[config.mk]
export PLATFORM = sky130hd
export DESIGN_NAME = shift_rotate_seq
export DESIGN_NICKNAME = d
export VERILOG_FILES = /design/src/rtl/shift_rotate_seq.sv
export SDC_FILE = /design/constraint.sdc
export NUM_CORES = 1
export LEC_CHECK = 0
export ABC_AREA = 1
export CAP_MARGIN = 20
export CORE_UTILIZATION = 41
export CTS_BUF_LIST = sky130_fd_sc_hd__clkbuf_8 sky130_fd_sc_hd__clkbuf_16
export CTS_CLUSTER_SIZE = 8
export DETAILED_ROUTE_END_ITERATION = 16
export GPL_ROUTABILITY_DRIVEN = 0
export HOLD_SLACK_MARGIN = 0.08
export PLACE_DENSITY = 0.8
export SLEW_MARGIN = 20
export SYNTH_ARGS = -nofsm -noshare
export SYNTH_HDL_FRONTEND = slang
export SYNTH_SLANG_ARGS = --single-unit
[constraint.sdc]
create_clock -name clk -period 1.12 [get_ports clk]
set_input_delay 0.224 -clock clk [delete_from_list [all_inputs] [get_ports clk]]
set_output_delay 0.224 -clock clk [all_outputs]
set_load 0.01 [all_outputs]
[src/rtl/shift_rotate_seq.sv]
// shift_rotate_seq: multi-cycle shift/rotate engine, one bit position per clock.
module shift_rotate_seq #(
    parameter int WIDTH = 8,
    parameter int CNT_W = 3
) (
    input  logic             clk,
    input  logic             reset,
    input  logic             start,
    input  logic [2:0]       op,
    input  logic [WIDTH-1:0] A,
    input  logic [CNT_W-1:0] CNT,
    input  logic             CIN,
    output logic             busy,
    output logic             done,
    output logic [WIDTH-1:0] Y,
    output logic             C,
    output logic             V,
    output logic             N,
    output logic             Z
);
    typedef enum logic [1:0] {IDLE, RUN, DONE} state_t;
    state_t state, state_nx;
    logic [2:0] op_q;
    logic [CNT_W-1:0] rem;
    logic accept, left, fill;
    logic [WIDTH-1:0] y_step;
    assign accept = start && state != RUN;
    // even op codes shift left; fill is the bit entering the vacated end
    assign left = ~op_q[0];
    assign fill = op_q[2] ? (op_q[1] ? C : (left ? Y[WIDTH-1] : Y[0]))
                          : (op_q[1] & ~left & Y[WIDTH-1]);
    assign y_step = left ? {Y[WIDTH-2:0], fill} : {fill, Y[WIDTH-1:1]};
    assign N = Y[WIDTH-1];
    assign Z = Y == '0;
    always_ff @(posedge clk) begin
        if (reset) state <= IDLE;
        else state <= state_nx;
    end
    always_comb begin
        state_nx = state == RUN ? (rem == CNT_W'(1) ? DONE : RUN)
                 : accept ? (CNT == '0 ? DONE : RUN) : IDLE;
    end
    always_comb begin
        busy = state == RUN;
        done = state == DONE;
    end
    always_ff @(posedge clk) begin
        if (reset) begin
            Y    <= '0;
            C    <= 1'b0;
            V    <= 1'b0;
            op_q <= '0;
            rem  <= '0;
        end else if (accept) begin
            Y    <= A;
            C    <= CIN;
            V    <= 1'b0;
            op_q <= op;
            rem  <= CNT;
        end else if (state == RUN) begin
            Y   <= y_step;
            C   <= left ? Y[WIDTH-1] : Y[0];
            V   <= V | (op_q == 3'b010 && (Y[WIDTH-1] ^ Y[WIDTH-2]));
            rem <= rem - CNT_W'(1);
        end
    end
endmodule

==> run metrics, run 1 <==
Ant. Diodes 0; Yosys reg bits 18; Die X approximately 52 um; via count 1,423; ys flop type dfxtp_1; Design Power ~2.2 mW; Root Buffer clkbuf_8; Max Cap Viol 0; core area around 0.0023 mm2; Avg Vias per Cell around 5.7; largest net degree at the start of global routing 11; DR iter-0 viols 43; RSZ-0062 raised after global routing true; power density cells 1140 mW/mm2; synthesized cell area 0.00102 mm2; CP Class flop to output port; Worst-Skew Late Latency 0.26 ns; final-stage net count 245; IO Pins 32; Final min period around 1.4 ns; Yosys cell types 26; CTS tree done; Final Setup Violations 20; leakage power 0.904 nW; grt ovf 0; chip height 52.0 um; Fin Hold WS 0.450 ns; post-synth top area share 0.352; Max clock buf depth 2; vias in the first global route about 1,300; DR pass1 iterations 4; cts bufs inserted 3; post-synth top area cell dfxtp_1; crit-path cells nor4_2 -> and3_1 -> buf_2; slowest cell delay on critical path 0.34 ns; Placed Instances 239; Residual DRC 0; initial core utilization 0.450; # clock sinks 18; Finished Layout Cells 250; DRT Wirelength 4620 um; asr flop ratio synth 0; routed wire length per instance 18.5 um; Min-Delay Path Class flop to flop; Routed Antenna Nets 0; H-tree depth 1; initial antenna violation count 0; pre-CTS worst setup slack -0.396 ns; clk_skew 0.00706 ns; Post-Syn Area per Cell 6.61 um2; Syn Nets 176; fraction of layout cells with a size suffix above 1 0.482; highest-count cells in the layout ignoring fill and taps nand2_1 (28), buf_4 (23), inv_1 (21), clkdlybuf4s50_1 (16), buf_6 (14); die area between 0.002 and 0.003 mm2; slowest CP cell dfxtp_2; Synthesis Warnings 0; Crit Path Max Fanout 2; failing checks negative setup slack; detailed placer's ending HPWL 2270 um; cell row count 17; Slew Limit Fails 0; status finished, violations left; P&R area growth vs syn 85.1%; Crit path arrival time 1.16 ns; CP endpoint kind output port; Worst-Margin Slew 0.276 ns; first-pass GRT wire length 6020 um; Seq/Total Area, Yosys 0.352; PortBufs 31; Final WS setup -0.262 ns; VDD IR-drop max 0.938 mV; period utilization 1.23; crit start category flop; commonest non-fill, non-tap cell in the layout nand2_1; Clk pin slew, worst setup/hold paths roughly 0.080 ns; Hold Fails Final Rpt 0; Slew HR 0.814; Syn Inst Count 155; Area contributors post-synth dfxtp_1 (35%), nand2_1 (14%), inv_1 (9.2%); CP required roughly 0.90 ns; Highest Clock Rate 724 MHz; number of flops mapped to enable cells by yosys 0; total track usage 0.307
## critical path, delay by kind of cell (launching register included)
family | cells | cell delay [ns]
and+or+nand+nor | 2 | 0.44
DFF | 1 | 0.34
buffers and inverters | 1 | 0.12
## cells in the mapped netlist, types with 3 or more instances
cell       n
o21ai_1   10
o211ai_1   7
nand3_1    7
nand2_1   37
ha_1       3
dfxtp_1   18
nor2_1    14
a21oi_1    9
inv_2      5
inv_1     25
## sequential cells by signal, summed over array words and instances (netlist names)
| signal | cells |
|---|---|
| rem | 3 |
| op_q | 3 |
| state | 2 |
| C | 1 |
| Y | 8 |
| V | 1 |
## layer usage
metal | up-vias | part of all wire | global-route usage
met3 | 31 | 0.068 | 0.0351
met5 | - | 0 | 0
met4 | 0 | 0.062 | 0.122
met1 | 665 | 0.38 | 0.354
met2 | 95 | 0.49 | 0.564
li1 | 632 | - | -
## stage by stage
step                      TNS (ns)  area, um2  utilization
after floorplan                  0       1030            -
after global placement       -4.69       1560        0.686
after detailed placement     -5.41       1560        0.686
after CTS                   -0.435       1710        0.749
after global routing         -3.03       1900        0.833
final                        -2.21       1900        0.833
## cell type report
type                       count  area, um2
inverter                      30        133
multi-input combinational    103        726
clock buffer                   3       41.3
timing repair buffer          68        587
fill                         119        379
sequential                    18        375
tap                           28       35.0
## timing repair
action                     in CTS  in global routing
pin swaps                      13                 22
setup endpoints to repair      31                 22
hold buffers                    0                  0
cloned                          1                  0
resized for setup              90                 47
setup buffers                   3                  6
## where the power goes
part           internal, mW  switching [mW]  total [mW]
clock network         0.240           0.242       0.482
logic                 0.441           0.490       0.931
registers             0.703          0.0466       0.750
total                  1.38           0.779        2.16
## worst paths after layout
kind	start	endpoint	slack [ns]	depth (start not counted)
worst max register to register	state[0]	Y[0]	-0.20	9
worst min-delay path	V	V	0.45	2
worst min register to register	V	V	0.45	2
worst max-delay path	Y[3]	Z	-0.26	3
## cells by family (layout without fill, tap and decap cells)
logic type                 count (synthesis)  after routing  synth area share
DFF                                       18             18             0.352
buffers and inverters                     34            101             0.137
and+or+nand+nor                           68             68             0.291
adders and majority gates                  3              3            0.0366
AOI/OAI and AO/OA                         32             32             0.184
No activity file was read; power rests on OpenSTA's default activity.
==> run 2, diff against run 1 <==
CAP_MARGIN = not set   (was 20)
==> results of run 2 <==
Final layout, timing and power as in run 1 (identical DEF).
==> run 3, diff against run 2 <==
CORE_ASPECT_RATIO = 0.8   (was not set)
==> run 3 against run 2 <==
  * The flow finishes with violations (design-rule violations, negative setup slack)
  * Clock power fell by 7.3%
  * Sequential share of layout area increased by 2.1 points
  * Global-route usage fell by 5.6 points
  * Combinational power fell by 16%
==> run metrics, run 3 (same netlist as run 1, synthesis figures left out) <==
power density cells 1130 mW/mm2 (-1.0%); Hold Fails Final Rpt 0 (unchanged); Ant. Diodes 0 (unchanged); Clk pin slew, worst setup/hold paths 0.07 ns (about the same); grt ovf 0 (unchanged); Largest regs Y: 8 flops, op_q: 3 flops, rem: 3 flops; routed wire length per instance 14.7 um (-20%); max reg flops 8 (unchanged); clk_skew 0.00229 ns (-0.00477 ns); period utilization 1.19 (-0.0418); # clock sinks 18 (unchanged); CP endpoint kind output port; via count 1,280 (-10%); vias in the first global route 1,158 (-11%); highest-count cells in the layout ignoring fill and taps nand2_1 (33), buf_4 (22), inv_1 (21), clkdlybuf4s50_1 (16), nor2_1 (13); RSZ-0062 raised after global routing true; chip height 46.7 um (-10%); Die X 57.9 um (+11%); first-pass GRT wire length 4970 um (-18%); fraction of layout cells with a size suffix above 1 0.421 (-0.0607); Min-Delay Path Class flop to flop; clock share of power 0.226 (+0.003); DR pass1 iterations 10 (+6); cts hold-fix bufs 0 (unchanged); total track usage 0.251 (-0.0559); CP required 0.90 ns (about the same); Crit path arrival time 1.11 ns (-0.05 ns); P&R area growth vs syn 70.9%; commonest non-fill, non-tap cell in the layout nand2_1; crit start category flop; failing checks design-rule violations, negative setup slack; Highest Clock Rate 749 MHz (+3.5%); Avg Vias per Cell 5.31 (-6.7%); status finished, violations left; CTS tree done; Final Setup Violations 3 (-85%); pre-CTS worst setup slack -0.368 ns (+0.0286 ns); core area 0.00225 mm2 (-1.0%); Residual DRC 2 (+2); combinational cell fraction of total power 0.395 (-0.036); Crit Path Max Fanout 2 (unchanged); Routed Antenna Nets 0 (unchanged); Slew HR 0.801 (-0.0134); Fin Hold WS 0.449 ns (-0.00114 ns); initial antenna violation count 0 (unchanged); Worst-Skew Late Latency 0.25 ns (about the same); Final min period 1.34 ns (-0.0468 ns); Root Buffer clkbuf_8; largest net degree at the start of global routing 11 (unchanged); Final WS setup -0.215 ns (+0.0468 ns); cts bufs inserted 3 (unchanged); Most flops, register Y; cell row count 15 (-2); Slew Limit Fails 0 (unchanged); PortBufs 31 (unchanged); VDD IR-drop max 0.854 mV (-8.9%); Sw Ratio 0.330 (-0.0305); DRT Wirelength 3550 um (-23%); DR iter-0 viols 36 (-16%); Max clock buf depth 2 (unchanged); initial core utilization 0.455 (+0.00475); Internal 1.32 mW (-4.3%); detailed placer's ending HPWL 2390 um (+5.4%); sw power 0.651 mW (-16%); Max Cap Viol 0 (unchanged); leakage power 0.849 nW (-6.1%); H-tree depth 1 (unchanged); die area 0.00270 mm2 (about the same); Sequential Power Share 0.379 (+0.032); IO Pins 32 (unchanged); Worst-Margin Slew 0.298 ns (+0.0227 ns); final-stage net count 239 (-2.4%); CP Class flop to output port
## run 3: cell types whose count changed in the layout (fill, tap and decap cells not counted), sizes merged
cell,before,now
buf,49,43
clkinv,1,0
inv,29,30
## run 3: metrics by stage
step                       util  std cells  instance area [um2]  total power [mW]  setup TNS [ns]
final                     0.778        241                 1750              1.98          -0.270
after global routing      0.778        241                 1750              2.07          -0.803
after CTS                 0.712        240                 1600              1.85          -0.250
after detailed placement  0.688        235                 1550              1.40           -5.70
after global placement    0.688        235                 1550              1.37           -5.01
after floorplan               -        155                 1030              1.05               0
## run 3: layout make-up
| cell class | instances | area [um2] |
|---|---|---|
| Multi-Input combinational cell | 103 | 652 |
| Tap cell | 25 | 31.3 |
| Fill cell | 167 | 500 |
| Sequential cell | 18 | 383 |
| Clock buffer | 3 | 41.3 |
| Timing Repair Buffer | 62 | 519 |
| Inverter | 30 | 125 |
## run 3: routing by layer
layer / GRT usage / wire length (um) / part of all wire / vias up
met3: 0.0646 / 195 / 0.055 / 12
met4: 0.0857 / 110 / 0.031 / 0
met5: 0 / 0 / 0 / -
li1: - / - / - / 618
met1: 0.286 / 1420 / 0.40 / 599
met2: 0.467 / 1830 / 0.51 / 51
## run 3: worst max-delay path: stages, from the launching register on
cell	delay, ns
dfxtp_2	0.32
nor4_2	0.24
and3_1	0.17
buf_2	0.12
## run 3: power by group through the flow
stage	logic [mW]	clock network, mW	registers (mW)
3_5_place_dp	0.654	0	0.745
2_1_floorplan	0.286	0	0.767
6_report	0.781	0.447	0.748
4_1_cts	0.657	0.456	0.740
5_1_grt	0.837	0.484	0.752
3_3_place_gp	0.631	0	0.741
## run 3: worst paths after layout
| path | startpoint | endpoint | slack (ns) | cells after the start |
|---|---|---|---|---|
| worst max-delay path | Y[0] | Z | -0.22 | 3 |
| worst min-delay path | V | V | 0.45 | 2 |
| worst max register to register | state[1] | rem[0] | -0.05 | 7 |
| worst min register to register | V | V | 0.45 | 2 |
## run 3: repair_timing
item / 4_1_cts / 5_1_grt
setup buffers: 3 / 1
setup endpoints to repair: 31 / 19
resized for setup: 73 / 38
gates cloned: 0 / 0
pin swaps: 8 / 23
